==> src/rtl/dog_builder.sv <==
// Difference-of-Gaussians builder: streams two adjacent blur levels from the pyramid BRAM
// and writes B - A per pixel to the DoG BRAM. Optional saturation via DOG_CLAMP_EN.

module dog_diff #(
    parameter int BIT_DEPTH = 8
) (
    input  logic [BIT_DEPTH-1:0] a,
    input  logic [BIT_DEPTH-1:0] b,
    output logic [BIT_DEPTH:0]   diff
);
    logic signed [BIT_DEPTH:0] raw;

    assign raw = $signed({1'b0, b}) - $signed({1'b0, a});

`ifdef DOG_CLAMP_EN
    localparam logic signed [BIT_DEPTH:0] SAT_HI = {2'b00, {(BIT_DEPTH-1){1'b1}}};
    localparam logic signed [BIT_DEPTH:0] SAT_LO = {2'b11, {(BIT_DEPTH-1){1'b0}}};

    always_comb begin
        diff = raw;
        if (raw > SAT_HI)
            diff = SAT_HI;
        else if (raw < SAT_LO)
            diff = SAT_LO;
    end
`else
    assign diff = raw;
`endif
endmodule

module dog_builder #(
    parameter int WIDTH     = 64,
    parameter int HEIGHT    = 64,
    parameter int BIT_DEPTH = 8,
    parameter int ADDR_W    = 16,
    parameter int RD_LAT    = 2
) (
    input  logic                 clk_in,
    input  logic                 rst_in,
    input  logic                 start_in,
    input  logic [ADDR_W-1:0]    base_a_in,
    input  logic [ADDR_W-1:0]    base_b_in,
    input  logic [ADDR_W-1:0]    base_out_in,
    output logic [ADDR_W-1:0]    rd_addr_out,
    output logic                 rd_en_out,
    input  logic [BIT_DEPTH-1:0] rd_data_in,
    output logic [ADDR_W-1:0]    wr_addr_out,
    output logic [BIT_DEPTH:0]   wr_data_out,
    output logic                 wr_en_out,
    output logic                 busy_out,
    output logic                 done_out,
    output logic                 error_out
);
    localparam int N     = WIDTH * HEIGHT;
    localparam int CNT_W = $clog2(N) + 1;
    localparam logic [CNT_W-1:0] LAST = CNT_W'(N - 1);

    typedef enum logic [1:0] {IDLE, RUN, DRAIN, FIN} state_t;

    state_t                state;
    logic [ADDR_W-1:0]     base_a_q, base_b_q, base_o_q;
    logic [CNT_W-1:0]      rd_idx, wr_idx;
    logic                  rd_is_b;
    logic                  wr_last;
    logic [RD_LAT:1]       vld_pipe, tag_pipe;
    logic [BIT_DEPTH-1:0]  a_q;
    logic [BIT_DEPTH:0]    diff;
    logic                  accept;

    assign accept = (state == IDLE) && start_in;

    // Read issue FSM: alternates A/B addresses for each pixel, then waits for the last write.
    always_ff @(posedge clk_in or negedge rst_in) begin
        if (!rst_in) begin
            state       <= IDLE;
            base_a_q    <= '0;
            base_b_q    <= '0;
            base_o_q    <= '0;
            rd_idx      <= '0;
            rd_is_b     <= 1'b0;
            rd_addr_out <= '0;
            rd_en_out   <= 1'b0;
            busy_out    <= 1'b0;
            done_out    <= 1'b0;
            error_out   <= 1'b0;
        end else begin
            error_out <= start_in && (state != IDLE);
            done_out  <= 1'b0;
            case (state)
                IDLE: begin
                    if (start_in) begin
                        base_a_q    <= base_a_in;
                        base_b_q    <= base_b_in;
                        base_o_q    <= base_out_in;
                        rd_idx      <= '0;
                        rd_is_b     <= 1'b0;
                        rd_addr_out <= base_a_in;
                        rd_en_out   <= 1'b1;
                        busy_out    <= 1'b1;
                        state       <= RUN;
                    end
                end
                RUN: begin
                    if (!rd_is_b) begin
                        rd_addr_out <= base_b_q + ADDR_W'(rd_idx);
                        rd_is_b     <= 1'b1;
                    end else if (rd_idx == LAST) begin
                        rd_addr_out <= '0;
                        rd_en_out   <= 1'b0;
                        rd_is_b     <= 1'b0;
                        state       <= DRAIN;
                    end else begin
                        rd_idx      <= rd_idx + 1'b1;
                        rd_addr_out <= base_a_q + ADDR_W'(rd_idx + 1'b1);
                        rd_is_b     <= 1'b0;
                    end
                end
                DRAIN: begin
                    if (wr_en_out && wr_last) begin
                        done_out <= 1'b1;
                        state    <= FIN;
                    end
                end
                FIN: begin
                    busy_out <= 1'b0;
                    state    <= IDLE;
                end
                default: state <= IDLE;
            endcase
        end
    end

    dog_diff #(.BIT_DEPTH(BIT_DEPTH)) u_diff (
        .a    (a_q),
        .b    (rd_data_in),
        .diff (diff)
    );

    // Return path: tags follow each read through the BRAM latency; B returns trigger a write.
    always_ff @(posedge clk_in or negedge rst_in) begin
        if (!rst_in) begin
            vld_pipe    <= '0;
            tag_pipe    <= '0;
            a_q         <= '0;
            wr_idx      <= '0;
            wr_last     <= 1'b0;
            wr_en_out   <= 1'b0;
            wr_addr_out <= '0;
            wr_data_out <= '0;
        end else begin
            vld_pipe  <= {vld_pipe[RD_LAT-1:1], rd_en_out};
            tag_pipe  <= {tag_pipe[RD_LAT-1:1], rd_is_b};
            wr_en_out <= 1'b0;
            wr_last   <= 1'b0;
            if (accept)
                wr_idx <= '0;
            else if (vld_pipe[RD_LAT]) begin
                if (!tag_pipe[RD_LAT]) begin
                    a_q <= rd_data_in;
                end else begin
                    wr_en_out   <= 1'b1;
                    wr_data_out <= diff;
                    wr_addr_out <= base_o_q + ADDR_W'(wr_idx);
                    wr_last     <= (wr_idx == LAST);
                    wr_idx      <= wr_idx + 1'b1;
                end
            end
        end
    end
endmodule

==> config.mk <==
export PLATFORM = sky130hd
export DESIGN_NAME = dog_builder
export DESIGN_NICKNAME = d
export VERILOG_FILES = /design/src/rtl/dog_builder.sv
export SDC_FILE = /design/constraint.sdc
export NUM_CORES = 1
export LEC_CHECK = 0
export CAP_MARGIN = 10
export CORE_ASPECT_RATIO = 0.6
export CORE_MARGIN = 2
export CORE_UTILIZATION = 50
export CTS_CLUSTER_SIZE = 24
export DETAILED_ROUTE_END_ITERATION = 7
export PLACE_DENSITY = 0.74
export SLEW_MARGIN = 30
export SYNTH_ARGS = -nofsm -noshare
export SYNTH_HDL_FRONTEND = slang
export SYNTH_SLANG_ARGS = --single-unit
==> constraint.sdc <==
create_clock -name clk_in -period 7.7 [get_ports clk_in]
set_input_delay 0.77 -clock clk_in [delete_from_list [all_inputs] [get_ports clk_in]]
set_output_delay 0.77 -clock clk_in [all_outputs]
set_load 0.005 [all_outputs]
==> results of run 1 <==
## through the flow
stage | worst slack, ps | hold slack, ps | total power, mW | instance area [sq um] | util
global placement | 4574 | 334.7 | 2.730 | 9077 | 0.5906
finish | 4830 | 350.6 | 3.638 | 9683 | 0.6300
detailed placement | 4479 | 348.4 | 2.764 | 9077 | 0.5906
CTS | 4863 | 356.4 | 3.627 | 9677 | 0.6295
global route | 4588 | 362.4 | 3.899 | 9683 | 0.6300
floorplan | 5234 | 331.2 | 2.146 | 7861 | -
## layer usage
layer	vias to the layer above	GRT usage	part of all wire
li1	3269	-	-
met1	3179	0.4328	0.53
met2	291	0.3329	0.37
met3	19	0.07028	0.092
met4	0	0.06020	0.0078
met5	-	0	0
## worst max-delay path, cell delays in order, from the launching register on
cell and delay (ps):
sky130_fd_sc_hd__dfrtp_1 460, sky130_fd_sc_hd__inv_1 130, sky130_fd_sc_hd__ha_1 170, sky130_fd_sc_hd__inv_1 50, sky130_fd_sc_hd__fa_1 420, sky130_fd_sc_hd__a211oi_1 320
sky130_fd_sc_hd__nor2_1 100, sky130_fd_sc_hd__o32a_1 410, sky130_fd_sc_hd__a31oi_1 250, sky130_fd_sc_hd__mux2i_1 210, sky130_fd_sc_hd__nand2_1 70, sky130_fd_sc_hd__a41oi_1 200
## worst max path at each step
stage	from	endpoint	slack, ps	cells after the start
after floorplan	rd_idx[0]$_DFFE_PN0P_	rd_addr_out[12]$_DFFE_PN0P_	5230	11
after global placement	start_in	wr_data_out[8]$_DFFE_PN0P_	4570	8
after detailed placement	start_in	wr_data_out[8]$_DFFE_PN0P_	4480	8
after CTS	rd_idx[0]$_DFFE_PN0P_	rd_addr_out[12]$_DFFE_PN0P_	4860	11
after global routing	state[1]$_DFFE_PN0P_	wr_data_out[8]$_DFFE_PN0P_	4590	9
final	rd_idx[0]$_DFFE_PN0P_	rd_addr_out[12]$_DFFE_PN0P_	4830	11
## state kept, by name, summed over array words and instances, names as in the netlist
register     flops
done_out         1
busy_out         1
rd_addr_out     16
wr_idx          13
state            2
base_a_q        16
wr_addr_out     16
error_out        1
tag_pipe         2
wr_last          1
wr_data_out      9
rd_en_out        1
base_b_q        16
wr_en_out        1
base_o_q        16
a_q              8
rd_idx          13
vld_pipe         2
rd_is_b          1
## layout make-up
| type | instances | area, sq um | area share |
|---|---|---|---|
| inverter | 28 | 105.1 | 0.01085 |
| clock inverter | 14 | 173.9 | 0.01796 |
| timing repair buffer | 110 | 1087 | 0.1123 |
| multi-input combinational | 687 | 4234 | 0.4373 |
| tap | 203 | 254.0 | 0.02623 |
| sequential | 136 | 3403 | 0.3515 |
| clock buffer | 17 | 425.4 | 0.04393 |
## power breakdown
group / switching, mW / internal [mW] / total [mW]
Clock: 0.333 / 0.510 / 0.843
Combinational: 0.892 / 0.671 / 1.56
Sequential: 0.236 / 0.996 / 1.23
Total: 1.46 / 2.18 / 3.64
## cell usage after synthesis (2+ instances only)
cell type                  number
sky130_fd_sc_hd__nand2_1      222
sky130_fd_sc_hd__dfrtp_1      136
sky130_fd_sc_hd__nor2_1        63
sky130_fd_sc_hd__o21ai_0       61
sky130_fd_sc_hd__ha_1          53
sky130_fd_sc_hd__a21oi_1       37
sky130_fd_sc_hd__xor2_1        29
sky130_fd_sc_hd__inv_1         27
sky130_fd_sc_hd__xnor2_1       26
sky130_fd_sc_hd__clkbuf_1      20
sky130_fd_sc_hd__a21o_1        17
sky130_fd_sc_hd__nand3_1       16
sky130_fd_sc_hd__nand4_1       13
sky130_fd_sc_hd__a211oi_1      10
sky130_fd_sc_hd__o21ai_1       10
sky130_fd_sc_hd__nor2b_1        9
sky130_fd_sc_hd__nor3_1         8
sky130_fd_sc_hd__o21a_1         8
sky130_fd_sc_hd__buf_2          7
sky130_fd_sc_hd__o31ai_1        7
sky130_fd_sc_hd__or3_1          7
sky130_fd_sc_hd__a21oi_2        6
sky130_fd_sc_hd__a31oi_1        6
sky130_fd_sc_hd__a221oi_1       5
sky130_fd_sc_hd__and3_1         5
sky130_fd_sc_hd__buf_1          5
sky130_fd_sc_hd__and4_1         4
sky130_fd_sc_hd__fa_1           4
sky130_fd_sc_hd__mux2i_1        4
sky130_fd_sc_hd__nand2b_1       4
sky130_fd_sc_hd__o211ai_1       4
sky130_fd_sc_hd__o221ai_1       4
sky130_fd_sc_hd__a211oi_2       3
sky130_fd_sc_hd__and2_1         3
sky130_fd_sc_hd__o21bai_1       3
sky130_fd_sc_hd__a22o_1         2
sky130_fd_sc_hd__a31o_1         2
sky130_fd_sc_hd__o22ai_1        2
sky130_fd_sc_hd__o32a_1         2
sky130_fd_sc_hd__or2_2          2
## cell families (layout without fill, tap and decap cells)
family,count (synthesis),after routing,synth area share
and+or+nand+nor,361,361,0.1954
muxes,5,5,0.006526
buffers and inverters,60,169,0.02976
xor gates and xnor gates,55,55,0.06128
AOI/OAI and AO/OA,209,209,0.1795
DFF,136,136,0.4329
adders and majority gates,57,57,0.09454
==> impl_results.md, run 1 <==
- Result of the run: complete, no violations
- Critical Path End Type: register
- Count of antenna diodes in the layout: 0
- Sequential-to-total area share from yosys stat: 0.4329
- Total placed cells including tap cells: 1164
- Category of the worst setup path launch point: register
- Total CTS buffers: 17
- Number of buffers added for setup after CTS: 0
- Worst skew pair latency: 430 ps
- Area fraction of the dominant cell type after synthesis: 0.4329
- Largest clock skew in the final design: ~15 ps
- Power per standard cell area: around 380 mW/mm^2
- Register-to-register setup slack: roughly 4800 ps
- Actual slew at the worst max-slew pin: 855.1 ps
- Number of antenna violations at the first check in global routing: 0
- Type of the worst setup path: reg -> reg
- Biggest area contributors in the synthesized netlist: sky130_fd_sc_hd__dfrtp_1 43%, sky130_fd_sc_hd__nand2_1 11%, sky130_fd_sc_hd__ha_1 8.4%, sky130_fd_sc_hd__o21ai_0 3.9%, sky130_fd_sc_hd__xor2_1 3.2%
- Most frequent standard cell in the layout excluding fill and tap cells: sky130_fd_sc_hd__nand2_1
- Final cycle utilization of the critical path: 0.3727
- Initial core utilization: 0.5114
- Gpl congestion: slightly above 0.9
- Path category of the worst min-delay check: in -> async
- # fillers: ~1.3k
- Clock transition at the registers of the reported paths: approximately 70 ps
- CP required: approximately 8000 ps
- Number of global-route vias before repair: between 6k and 7k
- Overflow left after global routing: 0
- Mean instance size in the synthesized netlist: 8.903 sq um
- 1st-iter DRT viols: around 550
- Post-Syn Area: 0.007861 sq mm
- Hold-fix buffer count after cts: 0
- Startpoint of the worst register-to-register path: rd_idx[0]$_DFFE_PN0P_
- Clock Root Buffer: sky130_fd_sc_hd__clkbuf_16
- Share of layout cells above drive strength 1: 0.06250
- Drc violations: 0
- Detailed-routing iteration count for the pre-antenna-repair pass: 5
- Flip-flop and latch count after synthesis: between 100 and 150
- TritonCTS clock tree: yes
- Setup repair after global routing missed its margin: no
- Die width: 165.9 microns
- Fraction of registers with async set/reset: 1.000
- Max transition margin: 0.4278
- Final Routed Wirelength: around 21 mm
- Synth warnings: 0
- Area grow syn2layout: 23.17%
- Length in cells of the worst reg-to-reg path: 11
- Standby leakage power: approximately 4.5 nW
- # setup viols final: 0
- Post-route ant nets: 0
- Count of cell types in the netlist: 67
- Number of cell rows: 35
- Most instantiated flip-flop cell in the synthesis netlist: sky130_fd_sc_hd__dfrtp_1
- Area enclosed by the die boundary: 0.01677 sq mm
- Number of non-filler instances in the completed layout: between 1k and 1.5k
- Final slew viol count: 0
- Count of vias placed by the detailed router: around 6.8k
- Floorplan Core Area: between 0.015 and 0.02 sq mm
- Max Freq: 348.4 MHz
- Reg-to-Reg End: rd_addr_out[12]$_DFFE_PN0P_
- I/O Buffers: about 100
- Largest fanout of any net on the critical path: 4
- Clock period minus worst slack: about 2900 ps
- Final hold viol count: 0
- Reported max-cap violation count: 0
- Global-route wire length before repair: roughly 34 mm
- Number of levels in the clock H-tree: 4
- Post-Syn Instances: between 800 and 900
- I/O pin cnt: approximately 110
- Clock net sink count: roughly 140
- Post-cts resize count: 0
- Chip Height: between 100 and 150 microns
- Setup Total Neg Slack: 0 ps
- Total GRT Usage: 0.2630
- Detailed placement HPWL: 15.40 mm
- CP Data Arrival Time: about 3200 ps
- Area leader, netlist: sky130_fd_sc_hd__dfrtp_1
- EDFF count, synth: 0
- Deepest clock path buffer count: 2
- Post-layout net count: roughly 1.1k
- Largest net degree at the start of global routing: 74
- Worst IR drop on VDD: approximately 0.16 mV
- Routed WL per cell: around 18 microns
- Leading cell types in the layout, fill and taps excluded: 221 x sky130_fd_sc_hd__nand2_1, 136 x sky130_fd_sc_hd__dfrtp_1, 103 x sky130_fd_sc_hd__clkdlybuf4s50_1, 62 x sky130_fd_sc_hd__nor2_1, 60 x sky130_fd_sc_hd__o21ai_0
- Net count of the mapped netlist: between 900 and 1k
- Number of vias per cell after detailed routing: ~5.7
Note: power is estimated with default switching activity, not from simulation.
==> run 2, diff against run 1 <==
==> constraint.sdc (replaced) <==
create_clock -name clk_in -period 2.8 [get_ports clk_in]
set_input_delay 0.28 -clock clk_in [delete_from_list [all_inputs] [get_ports clk_in]]
set_output_delay 0.28 -clock clk_in [all_outputs]
set_load 0.005 [all_outputs]
==> run 2 against run 1 <==
Against the previous run:
- hold slack worse by 2.8 ps
- worst setup slack worse by 4700 ps
- non-clock buffer count is 22 higher
- sequential cell count stayed put
- via count is 0.24% higher
- clock power grew to 2.9 times the previous value
- die area stayed put
- critical path depth is 2 lower
- critical endpoint unchanged
- clock skew is 4.0 ps lower
- critical path type unchanged
==> impl_results.md, run 2 (synthesis gave the netlist of run 1 again) <==
- Clock transition at the registers of the reported paths: roughly 60 ps
- I/O Buffers: 104
- Share of layout cells above drive strength 1: 0.08276
- Total GRT Usage: 0.2647
- Most frequent standard cell in the layout excluding fill and tap cells: sky130_fd_sc_hd__nand2_1
- Area enclosed by the die boundary: about 0.017 sq mm
- Setup Total Neg Slack: 0 ps
- Count of antenna diodes in the layout: 0
- Clock period minus worst slack: between 2000 and 3000 ps
- Final Routed Wirelength: between 20 and 25 mm
- Final cycle utilization of the critical path: 0.9613
- Detailed placement HPWL: between 15 and 20 mm
- Final hold viol count: 0
- Crit. Startpoint: rd_idx[0]$_DFFE_PN0P_
- Category of the worst setup path launch point: register
- Deepest clock path buffer count: 2
- Clock Root Buffer: sky130_fd_sc_hd__clkbuf_16
- Drc violations: 0
- 1st-iter DRT viols: just under 700
- Overflow left after global routing: 0
- CP required: about 3100 ps
- Result of the run: complete, no violations
- Number of levels in the clock H-tree: 4
- Post-layout net count: 1118
- Post-route ant nets: 0
- Worst IR drop on VDD: between 0.5 and 0.6 mV
- Path category of the worst min-delay check: reg -> reg
- Routed WL per cell: 17.75 microns
- Standby leakage power: 4.649 nW
- Chip Height: 101.1 microns
- # setup viols final: 0
- Origin of the worst min-delay path: tag_pipe[1]$_DFF_PN0_
- Number of antenna violations at the first check in global routing: 1
- Clock net sink count: between 100 and 150
- Total power draw: 10.25 mW
- Worst skew pair latency: approximately 420 ps
- Largest fanout of any net on the critical path: 4
- Detailed-routing iteration count for the pre-antenna-repair pass: 5
- Max transition margin: 0.4811
- Floorplan Core Area: roughly 0.015 sq mm
- I/O pin cnt: 105
- Startpoint of the worst register-to-register path: rd_idx[0]$_DFFE_PN0P_
- Number of cell rows: 35
- Initial core utilization: 0.5114
- Largest clock skew in the final design: 10.63 ps
- Power per standard cell area: about 1000 mW/mm^2
- Max Freq: 371.5 MHz
- Setup repair after global routing missed its margin: no
- Final slew viol count: 0
- Die width: roughly 170 microns
- Total CTS buffers: 17
- Reported max-cap violation count: 0
- Type of the worst setup path: reg -> reg
- Critical Path End Type: register
- CP Data Arrival Time: 3020 ps
- Leading cell types in the layout, fill and taps excluded: 221 x sky130_fd_sc_hd__nand2_1, 136 x sky130_fd_sc_hd__dfrtp_1, 103 x sky130_fd_sc_hd__clkdlybuf4s50_1, 63 x sky130_fd_sc_hd__nor2_1, 60 x sky130_fd_sc_hd__o21ai_0
- Area grow syn2layout: 25.67%
- Actual slew at the worst max-slew pin: around 780 ps
- Global-route wire length before repair: around 35 mm
- Largest net degree at the start of global routing: 75
- Number of vias per cell after detailed routing: 5.562
- TritonCTS clock tree: yes
- Count of vias placed by the detailed router: ~6.8k
- Number of global-route vias before repair: 6373
- Gpl congestion: between 0.9 and 1
-- run 2: cell type report --
type / instances / area (sq um)
fill: 1278 / 5492
multi-input combinational: 687 / 4235
sequential: 136 / 3403
timing repair buffer: 132 / 1255
clock buffer: 18 / 439.2
tap: 203 / 254.0
clock inverter: 14 / 187.7
inverter: 28 / 105.1
-- run 2: metal layers --
layer	global-route usage	part of all wire	up-vias
met5	0	0.00060	-
met4	0.05485	0.0071	2
met3	0.06478	0.090	19
met2	0.3559	0.38	269
met1	0.4249	0.52	3187
li1	-	-	3297
-- run 2: report_power, final --
part | internal, mW | switching (mW) | total (mW)
Sequential | 2.74 | 0.598 | 3.34
Clock | 1.45 | 0.963 | 2.41
Combinational | 1.97 | 2.53 | 4.50
Total | 6.16 | 4.09 | 10.2
-- run 2: path summary, 6_finish.rpt --
check | end | slack, ps | cells past startpoint
hold / removal | tag_pipe[2]$_DFF_PN0_ | 350 | 0
min in group asynchronous | wr_data_out[5]$_DFFE_PN0P_ | 450 | 2
hold reg to reg | tag_pipe[2]$_DFF_PN0_ | 350 | 0
setup reg to reg | rd_addr_out[12]$_DFFE_PN0P_ | 110 | 9
max in group asynchronous | base_a_q[5]$_DFFE_PN0P_ | 1570 | 3
setup / recovery | rd_addr_out[12]$_DFFE_PN0P_ | 110 | 9
-- run 2: stage by stage --
step                      hold WS, ps  setup slack (ps)  std cells    util  instance area, sq um
after floorplan                -15.59             334.3        883       -                  7861
after global placement          334.0             142.3       1184  0.6003                  9228
after detailed placement        335.5             114.2       1184  0.6003                  9228
after CTS                       349.0             93.55       1217  0.6418                  9864
after global routing            357.0             10.61       1218  0.6427                  9879
final                           347.8             108.4       1218  0.6427                  9879
-- run 2: repair_timing --
action | CTS | global route
hold buffers | 1 | 0
setup endpoints to repair | 0 | 3
hold endpoints to repair | 70 | 0
setup buffers | 0 | 1
resized for setup | 0 | 2
-- run 2: critical path: stages (launching register included) --
cell	delay [ps]
sky130_fd_sc_hd__dfrtp_1	430
sky130_fd_sc_hd__ha_1	250
sky130_fd_sc_hd__fa_1	420
sky130_fd_sc_hd__a21oi_2	180
sky130_fd_sc_hd__nor3_1	70
sky130_fd_sc_hd__nor2_1	200
sky130_fd_sc_hd__a21oi_1	130
sky130_fd_sc_hd__o21a_1	200
sky130_fd_sc_hd__or4b_1	520
sky130_fd_sc_hd__a41oi_1	200
==> RTL edit (config.mk and constraints of run 2) <==
Build with the macro `DOG_CLAMP_EN` defined.
--- a/src/rtl/dog_builder.sv
+++ b/src/rtl/dog_builder.sv
@@ -1,5 +1,7 @@
 // Difference-of-Gaussians builder: streams two adjacent blur levels from the pyramid BRAM
 // and writes B - A per pixel to the DoG BRAM. Optional saturation via DOG_CLAMP_EN.
+
+`define DOG_CLAMP_EN
 
 module dog_diff #(
     parameter int BIT_DEPTH = 8
Check against the original RTL: not equivalent (a bounded check fails within 10 cycles, from zero or initial values and one cycle with rst_in low).
==> RTL edit against run 2 <==
Cell area increased by 1.6%; via count increased by 5.2%; setup slack improved by 45 ps; power decreased by 1.3%; highest routed layer is now met4; die area increased by 2.9%; global-route usage decreased by 0.43 points; sequential cell count unchanged; area after synthesis increased by 2.9%; critical path depth increased by 2; core utilization increased by 0.14 points; wire length decreased by 0.18%.
==> RTL edit: results (changes against run 2) <==
DRC=0 (unchanged); commonest cells in the netlist=nand2_1 (209), dfrtp_1 (136), o21ai_0 (63); Routability Congestion=0.953 (+2.5%); grt met2 use=34.0% (-1.6 points); wire length on met3=2.08 mm (+6.3%); Crit Reg-Reg Endpoint=rd_addr_out[14]; FF-to-FF setup slack=150 ps (+50 ps); worst hold path depth=0 (unchanged); largest net degree at the start of global routing=62 (-17%); first-pass GRT wire length=34.9 mm (+1.3%); routed length on met2=8.06 mm (-2.8%); initial antenna violation count=0 (-1); Layout Nets=1,145 (+2.4%); Iter 0 DRT Violations=613 (-8.9%); Distinct cells, synth=73 (+9.0%); all-layer global routing usage=26.0% (-0.43 points); R2R cell count=11 (+2); M1 wire length=11.3 mm (+0.96%); Data arrival, critical path=2990 ps (-30 ps); critical path peak fanout=3 (-1); met1 usage in global routing=43.6% (+1.1 points); Post-Layout Cell Count=1,244 (+2.1%); Highest Signal Layer=met4; Filler cells=1,275 (-0.23%); register area share after synthesis=42.1% (-1.2 points); Cell Area, Placed=0.00947 mm² (+2.7%); Area contributors post-synth=dfrtp_1 (42%), nand2_1 (9.7%), ha_1 (8.3%), o21ai_0 (3.9%), a21oi_1 (3.3%); final hold slack=353 ps (+5.24 ps); DRT Wirelength=21.6 mm (-0.18%); layout cell share with drive strength beyond 1=8.26% (-0.015 points); vias in the first global route=6,530 (+2.5%); Vias=7,129 (+5.2%); Post-Syn Nets=1,029 (+3.0%); Placement Setup Slack=103 ps (-11.3 ps); status=finished clean; maximum buffer depth of the clock tree=2 (unchanged); placed wire-length estimate=16.1 mm (+1.7%); Leak Pwr=0.00466 µW (+0.23%); P_int=5980 µW (-3.0%)
[RTL edit: changes by cell type in the layout (fill, tap and decap cells not counted), sizes merged, moves of 5 or more]
cell    delta
inv        +8
mux2       +5
a21o       -7
buf        -5
and3       +5
nand2     -13
nand2b     +7
nor3       +8
a21oi     +11
[RTL edit: cell families (layout without fill, tap and decap cells)]
kind of cell | after synthesis | in the layout | synth area share [%]
compound gates | 219 | 219 | 17.8
fa+ha+maj | 58 | 58 | 9.34
flops | 136 | 136 | 42.1
mux | 13 | 13 | 1.70
buf+inv | 63 | 192 | 2.94
xor+xnor | 50 | 50 | 5.41
simple gates | 373 | 373 | 20.7
[RTL edit: final cells by class]
class	count	area (µm²)	share of cell area (%)
inverter	33	124	1.23
sequential	136	3400	33.9
multi-input combinational	713	4460	44.4
tap	203	254	2.53
timing repair buffer	127	1240	12.4
clock inverter	15	131	1.31
clock buffer	17	425	4.24
[RTL edit: critical path, cell delays in order (launching register included)]
cell,delay (ps)
dfrtp_1,380
inv_1,100
ha_1,180
inv_1,60
fa_1,400
a21o_1,210
a311oi_2,290
nor2_2,110
a311o_1,330
xnor2_1,130
o221a_2,260
o21ai_1,120
[RTL edit: power by group through the flow]
stage	logic (µW)	clock network [µW]	registers [µW]
4_1_cts	4620	2180	3300
2_1_floorplan	2940	0	3160
6_report	4660	2160	3300
3_3_place_gp	4500	0	3300
5_1_grt	5170	2280	3390
3_5_place_dp	4580	0	3320
[RTL edit: worst max path at each step]
stage	slack [ps]	end
after floorplan	240	rd_addr_out[14]
after global placement	200	wr_data_out[0]
after detailed placement	100	wr_data_out[5]
after CTS	130	rd_addr_out[14]
after global routing	9	rd_addr_out[10]
final	150	rd_addr_out[14]
